[src/rtl/ttt_core_scheduler.sv]
// ttt_core_scheduler
// Time-multiplexes one evaluation core over NUM_PROCESSORS processors. A tick
// starts a sweep over ids 0..NUM_PROCESSORS-1. Start/stop tokens returned by
// the core are captured into a one-deep valid/ready event register, which
// stalls the sweep while it is full. Between sweeps, single-cycle programming
// passes drive an instruction and data word to one processor.
// Build option: define TTT_SCHED_OVERRUN_CNT_EN to make overrun an 8-bit
// saturating count of ignored ticks; otherwise overrun[0] is a sticky flag.
module ttt_core_scheduler #(
   parameter int  NUM_PROCESSORS = 10,
   parameter int  PROG_WIDTH     = 8,
   localparam int ID_W           = (NUM_PROCESSORS > 1) ? $clog2(NUM_PROCESSORS) : 1
) (
   input  logic                  clock_fast,
   input  logic                  reset_n,
   input  logic                  tick,
   output logic [ID_W-1:0]       processor_id,
   output logic                  core_valid,
   input  logic [1:0]            token_startstop,
   output logic                  event_valid,
   input  logic                  event_ready,
   output logic [ID_W-1:0]       event_id,
   output logic [1:0]            event_type,
   input  logic                  prog_req,
   input  logic [ID_W-1:0]       prog_id,
   input  logic [2:0]            prog_instr,
   input  logic [PROG_WIDTH-1:0] prog_data_in,
   output logic                  prog_ack,
   output logic                  prog_err,
   output logic [2:0]            instruction,
   output logic [PROG_WIDTH-1:0] prog_data,
   output logic                  sweep_busy,
   output logic                  sweep_done,
   output logic [7:0]            overrun
);

   typedef enum logic [1:0] {
      IDLE  = 2'd0,
      SWEEP = 2'd1,
      PROG  = 2'd2
   } state_e;

   localparam logic [ID_W-1:0] LAST_ID = ID_W'(NUM_PROCESSORS - 1);

   state_e                state_q;
   logic [ID_W-1:0]       processor_id_q;
   logic [2:0]            instruction_q;
   logic [PROG_WIDTH-1:0] prog_data_q;
   logic                  prog_ack_q;
   logic                  prog_err_q;
   logic                  sweep_done_q;

   logic                  event_valid_q, event_valid_d;
   logic [ID_W-1:0]       event_id_q, event_id_d;
   logic [1:0]            event_type_q, event_type_d;
   logic [7:0]            overrun_q, overrun_d;

   logic                  core_valid_w;
   logic                  event_load;
   logic                  tick_overrun;
   logic                  prog_id_ok;

   // The core may evaluate only when the event register can take its result.
   assign core_valid_w = (state_q == SWEEP) && (!event_valid_q || event_ready);
   assign event_load   = core_valid_w && (token_startstop != 2'b00);
   assign tick_overrun = tick && (state_q != IDLE);
   assign prog_id_ok   = (32'(prog_id) < NUM_PROCESSORS);

   // Event register next state: a new load takes priority over a drain.
   always_comb begin
      // NOTE: every variable gets a default first, so no path can infer a latch.
      event_valid_d = event_valid_q;
      event_id_d    = event_id_q;
      event_type_d  = event_type_q;
      if (event_load) begin
         event_valid_d = 1'b1;
         event_id_d    = processor_id_q;
         event_type_d  = token_startstop;
      end else if (event_valid_q && event_ready) begin
         event_valid_d = 1'b0;
      end
   end

   // Overrun next state: saturating counter or sticky flag.
   always_comb begin
      overrun_d = overrun_q;
      if (tick_overrun) begin
`ifdef TTT_SCHED_OVERRUN_CNT_EN
         if (overrun_q != 8'hFF) overrun_d = overrun_q + 8'd1;
`else
         overrun_d = 8'h01;
`endif
      end
   end

   // Control FSM with registered outputs: sweep sequencing and programming passes.
   always_ff @(posedge clock_fast or negedge reset_n) begin
      if (!reset_n) begin
         state_q        <= IDLE;
         processor_id_q <= '0;
         instruction_q  <= 3'b000;
         prog_data_q    <= '0;
         prog_ack_q     <= 1'b0;
         prog_err_q     <= 1'b0;
         sweep_done_q   <= 1'b0;
      end else begin
         // NOTE: non-blocking assignments so every register samples pre-edge values.
         prog_ack_q    <= 1'b0;
         prog_err_q    <= 1'b0;
         sweep_done_q  <= 1'b0;
         instruction_q <= 3'b000;
         unique case (state_q)
            IDLE: begin
               if (tick) begin
                  state_q        <= SWEEP;
                  processor_id_q <= '0;
               end else if (prog_req) begin
                  state_q        <= PROG;
                  processor_id_q <= prog_id;
                  prog_data_q    <= prog_data_in;
                  instruction_q  <= prog_id_ok ? prog_instr : 3'b000;
                  prog_ack_q     <= 1'b1;
                  prog_err_q     <= !prog_id_ok;
               end
            end
            SWEEP: begin
               if (core_valid_w) begin
                  if (processor_id_q == LAST_ID) begin
                     state_q        <= IDLE;
                     processor_id_q <= '0;
                     sweep_done_q   <= 1'b1;
                  end else begin
                     processor_id_q <= processor_id_q + ID_W'(1);
                  end
               end
            end
            PROG: begin
               state_q        <= IDLE;
               processor_id_q <= '0;
            end
            default: begin
               state_q        <= IDLE;
               processor_id_q <= '0;
            end
         endcase
      end
   end

   // Event register and overrun state.
   always_ff @(posedge clock_fast or negedge reset_n) begin
      if (!reset_n) begin
         event_valid_q <= 1'b0;
         event_id_q    <= '0;
         event_type_q  <= 2'b00;
         overrun_q     <= 8'h00;
      end else begin
         event_valid_q <= event_valid_d;
         event_id_q    <= event_id_d;
         event_type_q  <= event_type_d;
         overrun_q     <= overrun_d;
      end
   end

   assign processor_id = processor_id_q;
   assign core_valid   = core_valid_w;
   assign event_valid  = event_valid_q;
   assign event_id     = event_id_q;
   assign event_type   = event_type_q;
   assign prog_ack     = prog_ack_q;
   assign prog_err     = prog_err_q;
   assign instruction  = instruction_q;
   assign prog_data    = prog_data_q;
   assign sweep_busy   = (state_q == SWEEP);
   assign sweep_done   = sweep_done_q;
   assign overrun      = overrun_q;

endmodule

[config.mk]
export PLATFORM = sky130hd
export DESIGN_NAME = ttt_core_scheduler
export DESIGN_NICKNAME = d
export VERILOG_FILES = /design/src/rtl/ttt_core_scheduler.sv
export SDC_FILE = /design/constraint.sdc
export NUM_CORES = 1
export LEC_CHECK = 0
export CAP_MARGIN = 40
export CELL_PAD_IN_SITES_DETAIL_PLACEMENT = 1
export CELL_PAD_IN_SITES_GLOBAL_PLACEMENT = 1
export CORE_MARGIN = 1
export CORE_UTILIZATION = 30
export CTS_BUF_LIST = sky130_fd_sc_hd__clkbuf_2
export CTS_CLUSTER_DIAMETER = 100
export DETAILED_ROUTE_END_ITERATION = 16
export DONT_BUFFER_PORTS = 1
export GPL_TIMING_DRIVEN = 0
export PLACE_DENSITY = 0.58
export SLEW_MARGIN = 20
export SYNTH_ARGS = -nofsm -noshare
export SYNTH_HDL_FRONTEND = slang
export SYNTH_SLANG_ARGS = --single-unit
export TNS_END_PERCENT = 5
[constraint.sdc]
create_clock -name clock_fast -period 4.6 [get_ports clock_fast]
set_input_delay 0.92 -clock clock_fast [delete_from_list [all_inputs] [get_ports clock_fast]]
set_output_delay 0.92 -clock clock_fast [all_outputs]
set_load 0.01 [all_outputs]
Yosys cells after proc, flatten, opt, wreduce, memory -nomap -nowiden
Cells that the tools add are included.
{"block": "classes", "add_sub_neg": 1, "n_reduce_logical": 14, "muxes": 25, "eq_ne": 5, "bitwise_logic": 1, "n_lt_le_gt_ge": 1}
{"cell": "two-way mux 4 bit", "count": 4}
{"cell": "two-way mux 3 bit", "count": 4}
{"cell": "two-way mux 1 bit", "count": 11}
{"cell": "two-way mux 2 bit", "count": 4}
{"cell": "one-hot mux 4 bit (2 select lines)", "count": 1}
{"cell": "AND reduction 3 bit", "count": 2}
{"cell": "nonzero test 2 bit", "count": 3}
{"cell": "adder 4 x 1 -> 4 bit, second input constant", "count": 1}
{"cell": "equality test 4 bit, second input constant", "count": 1}
{"cell": "logical AND 1 bit", "count": 4}
{"cell": "less-than comparator 4 bit, second input constant", "count": 1}
{"cell": "inequality test 2 x 1 -> 1 bit, second input constant", "count": 2}
{"cell": "one-hot mux 2 bit (2 select lines)", "count": 1}
{"cell": "inequality test 3 bit, second input constant", "count": 1}
{"cell": "equality test 2 x 1 -> 1 bit, second input constant", "count": 1}
{"cell": "zero test 1 bit", "count": 2}
{"cell": "zero test 2 bit", "count": 1}
{"cell": "AND reduction 2 bit", "count": 1}
{"cell": "logical OR 1 bit", "count": 1}
{"cell": "NOT 1 bit", "count": 1}
{"block": "totals", "inputBits": 22, "regBits": 28, "wordCells": 58}

Longest topological paths before layout
{"block": "logic_depth", "ltp_word": 5, "depth_mapped": 6}

Worst setup path before layout
Ideal clock, no wire load.
{"block": "synth_path", "kind": "in2out", "from": "in event_ready", "to": "out core_valid", "path_slack_ns": 2.144, "required_ns": 3.680, "stages": 3, "arrival_ns": 1.536, "path_cell_list": "or2b_2 > and2_4 > buf_8"}
{"block": "synth_between", "elab_chain_cells": 2}
{"element": "start: declaration", "line_no": "21", "text": "input logic event_ready,"}
{"element": "logical OR 1 bit", "line_no": "64", "text": "assign core_valid_w = (state_q == SWEEP) && (!event_valid_q || event_ready);"}
{"element": "logical AND 1 bit", "line_no": "64"}
{"element": "end: declaration", "line_no": "18", "text": "output logic core_valid,"}
No other way between the ends.

Final worst setup path
Same ends and word-level chain as after synthesis.

==> summary.txt <==
Status
  – Outcome: complete, no violations

STA
  – Clk_skew: 0.0162 ns
  – Max_slew headroom: 56.5%
  – Crit path time final: 2.49 ns
  – F_max: 0.402 GHz
  – Slew @ Worst Pin: 0.646 ns
  – Fin. max-slew vios: 0
  – Final Setup Violations: 0
  – Final hold vios: 0
  – RSZ-0062 raised after global routing: no
  – Fin Setup TNS: 0 ns
  – Final period util: 54.1%

Power
  – Leakage: 0.677 nW
  – Combinational power share: 33.0%
  – Clk pwr share: 16.8%
  – Power Internal: 584 uW
  – Power density cells: 653 nW/um2
  – Switching share of total power: 36.2%
  – Seq pwr share: 50.2%
  – VDD IR max: 0.157 mV
  – P_sw: 331 uW

GRT
  – Largest net degree at the start of global routing: 29
  – GRT overflow: 0
  – Gr usage total: 12.3%
  – First-pass GRT wire length: 3950 um
  – Vias in the first global route: 748
  – Initial antenna violation count: 0

Setup path
  – Slowest cell on the critical path: or2b_2
  – CP Class: in -> out
  – Worst R2R Start: state_q[0]$_DFFE_PN0P_
  – Worst Path Required: 3.68 ns
  – R2r setup slk: 2.89 ns
  – Cells along the critical path: or2b_2 -> and2_4 -> buf_8
  – Critical path fanouts, max: 7
  – CP max stage delay: 0.33 ns
  – Cells on worst reg2reg path: 5
  – Crit start category: input port
  – FF-to-FF End: prog_data[1]$_DFFE_PN0P_
  – CP Data Arrival Time: 1.57 ns
  – Crit. End Element: output port

Clocking
  – CTS tree: built
  – Post-CTS Setup Repair Bufs: 0
  – Clock sink count: 28
  – CTS Hold Bufs: 0
  – Num CTS Buffers: 3
  – Resized Gates After CTS: 0
  – Clock Tree Root: clkbuf_2
  – Worst-Skew Late Latency: 0.38 ns
  – Worst-path clk slew: 0.30 ns
  – CTS H-tree depth: 1
  – CTS max path bufs: 2

Placed design
  – Post-DP HPWL: 2030 um
  – Gpl congestion: 0.713
  – Cell total after placement: 154
  – Port Buf Inserts: 0

Final layout
  – Antenna cell count: 0
  – Share of cells above drive strength 1: 33.3%
  – Layout area overhead: 10.2%
  – Fill cells: 444
  – Cell Count, Final, Fillers Out: 158
  – Nets: 133
  – Multi-input gate area: 504 um2
  – Register area: 701 um2

Logic synthesis
  – Post-synthesis sequential area ratio: 55.1%
  – Biggest area consumer among synthesized cells: dfrtp_1
  – Average size of a mapped cell: 13.0 um2
  – Mapped Area: 1270 um2
  – YS warnings: 0
  – Synth cell count leaders: dfrtp_1 (28), buf_4 (8), nand2_1 (8), o21ai_0 (7), mux2_4 (6)
  – Post-synth ARST share: 100%
  – Cell with the most instances after synthesis: dfrtp_1
  – Main synth FF type: dfrtp_1
  – Post-synth EDFFs: 0
  – Post-synth cell types: 30
  – Synth area leaders: dfrtp_1 (55%), mux2_4 (7.1%), buf_4 (4.7%)
  – Gate count of the mapped netlist: 98
  – Yosys top cell area share: 55.1%
  – Synthesis-stage register bit count: 28

Die
  – FP Rows: 23
  – Io pins: 57
  – Vert. Die Dim: 67.1 um
  – Core ar.: 4030 um2
  – Die Width: 67.1 um
  – Starting density of the core: 31.6%
  – DIE AREA: 4510 um2

Drt
  – Final ANT Viol Nets: 0
  – Drt drc: 0
  – DR pass1 iterations: 2
  – Iter 0 DRT Violations: 42
  – Vias per Instance: 4.70
  – Via count: 742
  – Routed wire length: 2610 um
  – DR WL/cell: 16.5 um

Min path
  – Worst Hold Class: in -> async

Flow run
  – Max cap viols: 0
## sequential cells by signal, summed over array words and instances, names as in the netlist
register and cells:
prog_err 1, processor_id 4, instruction 3, overrun 1, state_q 2, sweep_done 1
prog_data 8, event_valid 1, event_type 2, event_id 4, prog_ack 1
## stage by stage
step	instance area, um2	hold slack (ns)	util, %	setup slack [ns]	power [mW]
3_3_place_gp	1360	0.542	33.7	2.11	0.758
6_report	1400	0.167	34.8	2.11	0.915
2_1_floorplan	1290	0.504	-	2.14	0.706
5_1_grt	1400	0.130	34.8	2.10	0.975
4_1_cts	1400	0.158	34.8	2.11	0.928
3_5_place_dp	1360	0.544	33.7	2.11	0.775
## kinds of logic (layout without fill, tap and decap cells)
logic type / after synthesis / in the layout / synth area share (%)
buf+inv: 13 / 17 / 7.08
compound gates: 15 / 15 / 9.24
flops: 28 / 28 / 55.1
other cells: 1 / 7 / 0.295
mux: 14 / 14 / 14.2
fa+ha+maj: 2 / 2 / 1.97
simple gates: 24 / 24 / 11.5
xor+xnor: 1 / 1 / 0.688
## area by class of cell
cell class / count / share of cell area, %
plain buffers: 9 / 5.35
clock buffers: 3 / 1.07
clock inverters: 1 / 2.14
inverters: 4 / 1.07
multi-input cells: 63 / 35.9
flip-flops and latches: 28 / 50.0
well taps: 50 / 4.46
## power groups by stage
stage / logic [mW] / clock network [mW] / registers (mW)
after floorplan: 0.267 / 0 / 0.439
after global placement: 0.295 / 0 / 0.463
after detailed placement: 0.307 / 0 / 0.468
after CTS: 0.308 / 0.157 / 0.463
after global routing: 0.335 / 0.166 / 0.473
final: 0.302 / 0.154 / 0.459
## worst max-delay path, delay by kind of cell
kind	cells	cell delay, ns
and+or+nand+nor	2	0.51
buffers and inverters	1	0.13
## metal layers
| layer | up-vias | wire, um | global-route usage (%) |
|---|---|---|---|
| li1 | 341 | - | - |
| met1 | 375 | 1020 | 15.1 |
| met2 | 22 | 1340 | 18.9 |
| met3 | 4 | 181 | 3.25 |
| met4 | 0 | 74 | 7.98 |
| met5 | - | 0 | 0 |
## placed cells by master (no fill, tap or decap), types with 2 or more instances in the layout
cell type,n
clkbuf_2,3
inv_2,2
mux2_2,4
nand2_1,8
o21ai_4,2
dfrtp_1,28
mux2_4,6
a22o_2,2
ha_1,2
inv_1,2
nor2_1,4
conb_1,7
mux2_1,4
o21ai_0,7
buf_4,8
and3_1,3
## how the worst max path moves through the flow
stage | start | to | slack [ns] | cells past startpoint
finish | event_ready | core_valid | 2.11 | 3
global route | event_valid$_DFFE_PN0P_ | core_valid | 2.10 | 3
CTS | event_ready | core_valid | 2.11 | 3
detailed placement | event_ready | core_valid | 2.11 | 3
global placement | event_ready | core_valid | 2.11 | 3
floorplan | event_ready | core_valid | 2.14 | 3
Note: power is estimated with default switching activity, not from simulation.
